===== config.mk =====
export PLATFORM = sky130hd
export DESIGN_NAME = invio_rdy_ack
export DESIGN_NICKNAME = d
export VERILOG_FILES = /design/src/rtl/invio_rdy_ack.sv
export SDC_FILE = /design/constraint.sdc
export NUM_CORES = 1
export LEC_CHECK = 0
export CAP_MARGIN = 30
export CORE_MARGIN = 2
export CORE_UTILIZATION = 50
export CTS_CLUSTER_SIZE = 20
export DETAILED_ROUTE_END_ITERATION = 8
export PLACE_DENSITY = 0.72
export SLEW_MARGIN = 20
export SYNTH_ARGS = -nofsm -noshare
export SYNTH_HDL_FRONTEND = slang
export SYNTH_SLANG_ARGS = --single-unit

===== constraint.sdc =====
create_clock -name clock -period 2.9 [get_ports clock]
set_input_delay 0.435 -clock clock [delete_from_list [all_inputs] [get_ports clock]]
set_output_delay 0.435 -clock clock [all_outputs]
set_load 0.02 [all_outputs]

===== src/rtl/invio_rdy_ack.sv =====
// Sender half of a RDY/ACK channel: a small FIFO feeding a downstream enable register,
// one message outstanding at a time, released by a modulo-2 ACK toggle.
module invio_rdy_ack #(
  parameter int unsigned N     = 8,
  parameter int unsigned DEPTH = 4,
  parameter int unsigned AW    = 2
) (
  input  logic         clock,
  input  logic         reset,
  input  logic [N-1:0] in_data,
  input  logic         in_valid,
  output logic         in_ready,
  output logic [N-1:0] out_data,
  output logic         out_beta,
  output logic         rdy_out,
  input  logic         ack_in,
  output logic         err
);

  localparam int unsigned CW = AW + 1;

  typedef enum logic {
    IDLE     = 1'b0,
    WAIT_ACK = 1'b1
  } state_t;

  logic [N-1:0]  mem [DEPTH];
  logic [AW-1:0] head;
  logic [AW-1:0] tail;
  logic [CW-1:0] count;
  state_t        state;
  logic          ack_seen;

  logic push;
  logic ack_tgl;
  logic xfer;

  assign in_ready = (count != CW'(DEPTH));
  assign push     = in_valid & in_ready;
  assign ack_tgl  = ack_in ^ ack_seen;
  assign xfer     = (count != '0) &
                    ((state == IDLE) | ((state == WAIT_ACK) & ack_tgl));

  // FIFO storage; contents need no reset because the pointers do
  always_ff @(posedge clock) begin
    if (!reset && push) begin
      mem[tail] <= in_data;
    end
  end

  // Pointers, occupancy, ACK edge detect, send FSM and registered outputs
  always_ff @(posedge clock) begin
    if (reset) begin
      head     <= '0;
      tail     <= '0;
      count    <= '0;
      state    <= IDLE;
      ack_seen <= 1'b0;
      out_data <= '0;
      out_beta <= 1'b0;
      rdy_out  <= 1'b0;
      err      <= 1'b0;
    end else begin
      ack_seen <= ack_in;
      if (push) begin
        tail <= tail + AW'(1);
      end
      if (xfer) begin
        head <= head + AW'(1);
      end
      count <= count + CW'(push) - CW'(xfer);

      if (ack_tgl && (state == IDLE)) begin
        err <= 1'b1;
      end

      if (xfer) begin
        out_data <= mem[head];
        out_beta <= 1'b1;
        rdy_out  <= ~rdy_out;
        state    <= WAIT_ACK;
      end else begin
        out_beta <= 1'b0;
        if ((state == WAIT_ACK) && ack_tgl) begin
          state <= IDLE;
        end
      end
    end
  end

endmodule


Yosys cells after proc, flatten, opt, wreduce, memory -nomap -nowiden
Memories as Yosys holds them, arrays and structs flattened. A register that Yosys moved wholly into a read port is not among the register bits. Cells that the tools add are included.

Word-level logic and storage cells: 32. Memories kept: 1. Bits in writable memories: 32. Bits of input ports: 12. Output and inout bits: 12. Bits in registers: 12.

Memories: mem (depth 4, width 8, read ports 1, clocked after memory_dff 1, wr ports 1, RTL line 27) `logic [N-1:0] mem [DEPTH];`.

Reductions and logical operators: 6. $add $sub $neg: 4. Bitwise logic cells: 7. Eq/ne operators: 1. Mux-type cells: 5.

Operators by type and width (number): 2-to-1 mux 1 bit (5); adder 2 x 1 -> 2 bit, second input constant (2); adder 3 x 1 -> 3 bit (1); AND 1 bit (3); logical AND 1 bit (3); != test 3 bit, second input constant (1); nonzero test 3 bit (1); subtractor 3 x 1 -> 3 bit (1); NOT 1 bit (2); nonzero test 2 bit (1); logical NOT 1 bit (1); bitwise OR 1 bit (1); XOR 1 bit (1).

Longest topological paths before layout
Gate-level depths: netlist of run 1.

Depth in word-level cells: 5. Depth in mapped cells: 11.

Worst setup path after synthesis of run 1
Ideal clock, no wire load.

Path type: flip-flop to flip-flop. From: reg count[2]. To: reg count[2]. Clock period less this slack: 2.298 ns. Data required time: 2.822 ns. Arrival: 2.220 ns. Stages on the path, launching flop included: 12. Buffers on the path: 0. Setup slack: 0.602 ns. Path through: dfxtp_1 nor3b_1 inv_1 nand2_1 ha_1 inv_1 ha_1 inv_1 fa_1 xor2_1 and2_2 nor3_1.

Longest elaborated chain between the ends: 4.

Ends and longest elaborated chain: start, declared (RTL line 30) `logic [CW-1:0] count;`; start signal, assigned (RTL line 71) `count <= count + CW'(push) - CW'(xfer);`; != test 3 bit (RTL line 38) `assign in_ready = (count != CW'(DEPTH));`; named net in_ready (RTL line 12) `output logic in_ready,`; AND 1 bit (RTL line 39) `assign push = in_valid & in_ready;`; adder 3 x 1 -> 3 bit (RTL line 71); subtractor 3 x 1 -> 3 bit (RTL line 71).

The timed path passes the listed nets, and every way through them passes these cells. A chain may end at the register's enable or synchronous reset.

Worst setup path in the final report of run 1
From: reg count[1]. To: reg count[2].

Longest elaborated chain between the ends: 4.

Ends and longest elaborated chain (RTL line): != test 3 bit (38); AND 1 bit (39); adder 3 x 1 -> 3 bit (71); subtractor 3 x 1 -> 3 bit * (71).

Every way passes the cells marked *; elsewhere a longest branch is shown, timed or not.

==> results of run 1 <==
==> placed cells by master, fill, tap and decap left out, types with 4 or more instances in the layout <==
| cell type | instances |
|---|---|
| sky130_fd_sc_hd__a21oi_1 | 4 |
| sky130_fd_sc_hd__and2_1 | 5 |
| sky130_fd_sc_hd__buf_4 | 4 |
| sky130_fd_sc_hd__clkbuf_8 | 5 |
| sky130_fd_sc_hd__clkdlybuf4s50_1 | 23 |
| sky130_fd_sc_hd__dfxtp_1 | 20 |
| sky130_fd_sc_hd__edfxtp_1 | 32 |
| sky130_fd_sc_hd__ha_1 | 6 |
| sky130_fd_sc_hd__inv_1 | 6 |
| sky130_fd_sc_hd__mux4_2 | 8 |
| sky130_fd_sc_hd__nand2_1 | 9 |
| sky130_fd_sc_hd__nand3_1 | 18 |
| sky130_fd_sc_hd__nor2_1 | 7 |
| sky130_fd_sc_hd__nor2b_1 | 13 |
| sky130_fd_sc_hd__o2111ai_1 | 8 |
==> worst reg2reg max path, cell delays in order, from the launching register on <==
cell                      delay (ns)
sky130_fd_sc_hd__dfxtp_1        0.39
sky130_fd_sc_hd__nor3b_1        0.44
sky130_fd_sc_hd__inv_1          0.16
sky130_fd_sc_hd__nand2_1        0.12
sky130_fd_sc_hd__ha_1           0.23
sky130_fd_sc_hd__inv_1          0.06
sky130_fd_sc_hd__ha_1           0.13
sky130_fd_sc_hd__inv_1          0.05
sky130_fd_sc_hd__fa_1           0.37
sky130_fd_sc_hd__xor2_1         0.16
sky130_fd_sc_hd__and2_2         0.19
sky130_fd_sc_hd__nor3_1         0.12
==> metal layers <==
metal | GRT usage, % | wire length (microns)
met5 | 0 | 0
met4 | 5.34 | 36
met3 | 5.63 | 197
met2 | 29.2 | 1990
met1 | 20.6 | 1660
==> kinds of logic (layout without fill, tap and decap cells) <==
group | after synthesis | in the layout | share of synthesized area [%]
compound gates | 16 | 16 | 5.40
xor+xnor | 3 | 3 | 1.88
fa+ha+maj | 7 | 7 | 4.32
buf+inv | 14 | 43 | 2.84
flops | 52 | 52 | 61.9
mux | 11 | 11 | 9.89
simple gates | 58 | 58 | 13.8
==> layout make-up <==
class	count	area, sq um
Fill cell	334	1710
Sequential cell	52	1360
Multi-Input combinational cell	95	777
Timing Repair Buffer	27	260
Clock buffer	6	72.6
Tap cell	52	65.1
Inverter	8	30.0
Clock inverter	2	16.3
==> state kept, by name (all words and copies together), names as in the netlist <==
register / count
ack_seen: 1
count: 3
err: 1
head: 2
mem: 32
out_beta: 1
out_data: 8
rdy_out: 1
state: 1
tail: 2
==> stage by stage <==
step / util, % / instances / total power [uW] / hold WS, ns
final: 60.1 / 242 / 2250 / 0.499
after global routing: 60.1 / 242 / 2390 / 0.544
after CTS: 60.1 / 242 / 2270 / 0.490
after detailed placement: 58.1 / 234 / 1860 / 0.466
after global placement: 58.1 / 234 / 1830 / 0.448
after floorplan: - / 161 / 1580 / 0.484
==> worst paths after layout <==
path / end / slack [ns] / cells past startpoint
setup / recovery: count[2] / 0.42 / 11
hold / removal: err / 0.50 / 2
setup reg to reg: count[2] / 0.42 / 11
hold reg to reg: err / 0.50 / 2
==> power breakdown <==
part	total [uW]	leakage, uW	switching [uW]	internal (uW)
sequential	1050	0.000456	134	915
clock	406	0.0000414	234	172
combinational	799	0.000417	383	417
==> impl_metrics.py, run 1 <==
metrics = {
    "logic_synthesis": {
        "synth_fp_nets": 180,
        "synth-seq-area-share_pct": 61.9,
        "synth_top_area_share_pct": 43.7,
        "syn_avg_cell_area_sq_um": 13.7,
        "syn-instance-count": 161,
        "synth.largest_area_cell": "sky130_fd_sc_hd__edfxtp_1",
        "ys.flop_type": "sky130_fd_sc_hd__edfxtp_1",
        "synthMostInstantiatedCell": "sky130_fd_sc_hd__edfxtp_1",
        "synthesis.yosys.warnings": 0,
        "netlist-cell-type-count": 30,
        "synth_seq_cells": 52,
        "synth_async_sr_flop_share_pct": 0,
        "post_synth_most_frequent_cells": "sky130_fd_sc_hd__edfxtp_1, sky130_fd_sc_hd__dfxtp_1, sky130_fd_sc_hd__nand3_1, sky130_fd_sc_hd__nor2b_1, sky130_fd_sc_hd__nand2_1",
        "netlist_area_sq_um": 2200,
        "synth-edff-count": 32,
        "main_area_contributors_after_synthesis": "sky130_fd_sc_hd__edfxtp_1, sky130_fd_sc_hd__dfxtp_1, sky130_fd_sc_hd__mux4_2",
    },
    "die": {
        "initial_utilization_pct": 51.3,
        "io-pin-count": 24,
        "floorplan.core_area_sq_um": 4290,
        "die_y_microns": 70.3,
        "fp.dieW_microns": 70.3,
        "row_count": 24,
        "die-area_sq_um": 4950,
    },
    "worst_setup_path": {
        "critical_path.cell_chain": "nor3b_1 > inv_1 > nand2_1 > ha_1 > inv_1 > ha_1 > inv_1 > fa_1 > xor2_1 > and2_2 > nor3_1",
        "cpPeakStageDelay_ns": 0.44,
        "crit_path_end_kind": "register",
        "critical_path.slowest_cell": "sky130_fd_sc_hd__nor3b_1",
        "critical_path.reg2reg.startpoint": "count[1]",
        "crit_top_cell": "sky130_fd_sc_hd__inv_1",
        "path_class": "register to register",
        "cp_data_arrival_time_ns": 2.71,
        "critPathLaunchType": "register",
        "worst_path_dominant_cell_family": "simple AND/OR/NAND/NOR gates",
        "crit_fanout": 6,
        "worstSetupStartpoint": "count[1]",
        "cp_num_buf_inv": 3,
        "critical_path_required_ns": 3.13,
    },
    "routing": {
        "ant_nets": 0,
        "drt_pre_antenna_iters": 5,
        "detail_route.wl_per_cell_microns": 16.0,
        "post-route-drc-count": 0,
        "drt_wl_total_microns": 3880,
        "num_vias": 1332,
        "routed_via_density": 5.50,
        "drt_iter0_markers": 106,
    },
    "clocking": {
        "tritoncts_num_sinks": 52,
        "cts_buf_count": 5,
        "cts.clk_slew.worst_paths_ns": 0.09,
        "clock_tree_from_tritoncts": "yes",
        "clock_tree.root_cell": "sky130_fd_sc_hd__clkbuf_8",
        "cts_hold_repair.buffers": 0,
        "cts.path.max_buffers": 2,
        "worst_skew_pair.late_latency_ns": 0.30,
        "cts_resized": 0,
        "cts_setup_buffers": 0,
        "cts_max_level": 2,
    },
    "placement": {
        "i_o_buffers": 23,
        "placement.cell_area_sq_um": 2490,
        "dpl.hpwl_microns": 2710,
        "place_ws_ns": 0.190,
        "place_congestion": 0.716,
    },
    "timing": {
        "clock.fmax_mhz": 402,
        "period_share_pct": 85.7,
        "hold_viol": 0,
        "fin_skew_ns": 0.0103,
        "slew_violations": 0,
        "timing.final.crit_period_ns": 2.48,
        "final.setup.tns_ns": 0,
        "max_slew.worst_pin.slew_ns": 0.634,
        "postLayoutSetupSlackWorst_ns": 0.415,
        "final-setup-viol-count": 0,
        "timing.max_slew.rel_slack_pct": 57.7,
        "unrepaired_setup_endpoints_after_global_routing": "false",
    },
    "final_layout": {
        "final_layout_size_suffix_gt1_share_pct": 14.2,
        "finalInstanceArea_sq_um": 2580,
        "nNetsFinal": 208,
        "antenna_cells_inserted": 0,
        "area_growth_syn_to_layout_pct": 17.3,
    },
    "grt": {
        "grt_start_max_net_pins": 24,
        "initial_antenna_violation_count": 0,
        "global_route.overflow_total": 0,
        "first_global_vias": 1322,
        "wire_length_of_the_first_global_routing_pass_microns": 6420,
        "globalRouteTotalUtil_pct": 17.2,
    },
    "pwr": {
        "p_leak_uw": 0.000914,
        "peakVddDrop_v": 0.000331,
        "p_per_cell_area_nw_per_um2": 873,
    },
    "outcome": {
        "status": "finished clean",
    },
    "run": {
        "max-cap-violations": 0,
    },
    "worst_hold_path": {
        "min-delay-path-class": "register to register",
        "hold_startpoint": "err",
    },
}
Note: power is estimated with default switching activity, not from simulation.
==> run 2, diff against run 1 <==
==> constraint.sdc (replaced) <==
create_clock -name clock -period 2.46 [get_ports clock]
set_input_delay 0.369 -clock clock [delete_from_list [all_inputs] [get_ports clock]]
set_output_delay 0.369 -clock clock [all_outputs]
set_load 0.02 [all_outputs]
==> run 2 against run 1 <==
Highest routed layer unchanged. Cell area grew 2.1%. Via count shrank 1.8%. Final cell count grew 1.7%. Routed wire length shrank 0.59%. Utilization grew 1.3 points. Global-route usage grew 0.43 points. Critical path depth is the same. Clock skew shrank 0.0022 ns.
==> impl_metrics.py, run 2 (same netlist as run 1, synthesis figures left out) <==
metrics = {
    "routing": {
        "routed_via_density": 5.32,
        "num_vias": 1308,
        "ant_nets": 0,
        "detail_route.wl_per_cell_microns": 15.7,
        "drt_wl_total_microns": 3860,
        "drt_iter0_markers": 94,
        "drt_pre_antenna_iters": 4,
        "post-route-drc-count": 0,
    },
    "grt": {
        "wire_length_of_the_first_global_routing_pass_microns": 6460,
        "globalRouteTotalUtil_pct": 17.6,
        "first_global_vias": 1365,
        "grt_start_max_net_pins": 24,
        "global_route.overflow_total": 0,
        "initial_antenna_violation_count": 0,
    },
    "pwr": {
        "peakVddDrop_v": 0.000402,
        "p_leak_uw": 0.000946,
        "power.share.switching_pct": 31.5,
        "p_per_cell_area_nw_per_um2": 1050,
        "power.share.sequential_pct": 44.1,
        "p_comb_share_pct": 35.6,
        "clockPowerShare_pct": 20.3,
        "post-layout-total-power_uw": 2760,
        "power.switching_uw": 868,
        "internal_power_uw": 1890,
    },
    "die": {
        "row_count": 24,
        "die-area_sq_um": 4950,
        "die_y_microns": 70.3,
        "io-pin-count": 24,
        "floorplan.core_area_sq_um": 4290,
        "initial_utilization_pct": 51.3,
        "fp.dieW_microns": 70.3,
    },
    "worst_setup_path": {
        "critPathLaunchType": "input pin",
        "critical_path_required_ns": 2.69,
        "critical_path.slowest_cell": "sky130_fd_sc_hd__clkdlybuf4s50_1",
        "rr_worst_depth": 11,
        "path_class": "input pin to register",
        "critical_path.cell_chain": "clkdlybuf4s50_1 > xnor2_2 > a21oi_2 > ha_1 > inv_1 > ha_1 > inv_1 > fa_1 > xor2_1 > and2_2 > nor3_1",
        "cp_data_arrival_time_ns": 2.52,
        "crit_fanout": 2,
        "crit_path_end_kind": "register",
        "cpPeakStageDelay_ns": 0.46,
    },
    "timing": {
        "period_share_pct": 93.4,
        "fin_skew_ns": 0.00812,
        "timing.max_slew.rel_slack_pct": 59.0,
        "postLayoutSetupSlackWorst_ns": 0.162,
        "timing.final.crit_period_ns": 2.30,
        "clock.fmax_mhz": 435,
        "unrepaired_setup_endpoints_after_global_routing": "false",
        "hold_viol": 0,
        "slew_violations": 0,
        "final-setup-viol-count": 0,
        "max_slew.worst_pin.slew_ns": 0.614,
    },
    "worst_hold_path": {
        "min_path_cells": 2,
        "min-delay-path-class": "register to register",
    },
    "placement": {
        "i_o_buffers": 23,
        "place_ws_ns": -0.120,
        "place_congestion": 0.664,
        "dpl.hpwl_microns": 2710,
    },
    "clocking": {
        "tritoncts_num_sinks": 52,
        "clock_tree_from_tritoncts": "yes",
        "cts_max_level": 2,
        "cts_hold_repair.buffers": 0,
        "cts.path.max_buffers": 2,
        "cts.clk_slew.worst_paths_ns": 0.08,
        "clock_tree.root_cell": "sky130_fd_sc_hd__clkbuf_8",
        "cts_setup_buffers": 0,
        "cts_buf_count": 5,
        "worst_skew_pair.late_latency_ns": 0.30,
    },
    "final_layout": {
        "final_layout_size_suffix_gt1_share_pct": 16.5,
        "seq_area_sq_um": 1360,
        "antenna_cells_inserted": 0,
        "biggestRegsByFlops": "mem: 32 flops, out_data: 8 flops, count: 3 flops",
        "top_register": "mem",
        "final_common_cell": "sky130_fd_sc_hd__edfxtp_1",
        "multi_input_area_sq_um": 782,
        "fillers": 332,
        "final_cell_mix": "sky130_fd_sc_hd__edfxtp_1, sky130_fd_sc_hd__clkdlybuf4s50_1, sky130_fd_sc_hd__dfxtp_1",
        "area_growth_syn_to_layout_pct": 19.8,
        "nNetsFinal": 212,
        "largest_reg_flops": 32,
    },
    "run": {
        "max-cap-violations": 0,
    },
    "outcome": {
        "status": "finished clean",
    },
}
## run 2: critical path: cells and delay by family
family	cells	cell delay (ns)
AO/OA/AOI/OAI	1	0.17
adder cells (fa/ha/maj)	3	0.77
XOR/XNOR	2	0.33
AND/OR/NAND/NOR	2	0.31
buffers and inverters	3	0.57
## run 2: what timing repair did
action / in CTS / in global routing
gates resized for setup: 0 / 1
setup endpoints to repair: 0 / 1
hold endpoints to repair: 0 / 0
## run 2: area by class of cell
class / instances / share of cell area [%]
clock buffer: 6 / 2.75
inverter: 8 / 1.14
clock inverter: 2 / 1.33
sequential: 52 / 51.6
tap: 52 / 2.47
multi-input combinational: 95 / 29.7
timing repair buffer: 31 / 11.0
## run 2: worst paths after layout
check	startpoint	end	slack [ns]
hold reg to reg	err	err	0.49
setup / recovery	ack_in	count[2]	0.16
hold / removal	err	err	0.49
setup reg to reg	count[1]	count[2]	0.18
## run 2: metal layers
layer,GRT usage (%),up-vias,routed length (microns)
li1,-,652,-
met1,21.9,618,1660
met2,29.0,33,1980
met3,4.47,5,145
met4,7.69,0,74
met5,0,-,0
## run 2: metrics by stage
step           instances  hold WS, ns  instance area (sq um)  TNS [ns]  utilization [%]
2_1_floorplan        161        0.468                   2200         0                -
3_3_place_gp         238        0.460                   2520   -0.0345             58.8
3_5_place_dp         238        0.467                   2520    -0.120             58.8
4_1_cts              246        0.491                   2630         0             61.3
5_1_grt              246        0.540                   2640         0             61.4
6_report             246        0.487                   2640         0             61.4
## run 2: power by group through the flow
stage / combinational, uW / sequential (uW) / clock [uW]
6_report: 981 / 1220 / 560
5_1_grt: 1060 / 1250 / 618
4_1_cts: 985 / 1220 / 581
3_5_place_dp: 970 / 1240 / 0
3_3_place_gp: 946 / 1230 / 0
2_1_floorplan: 597 / 1260 / 0
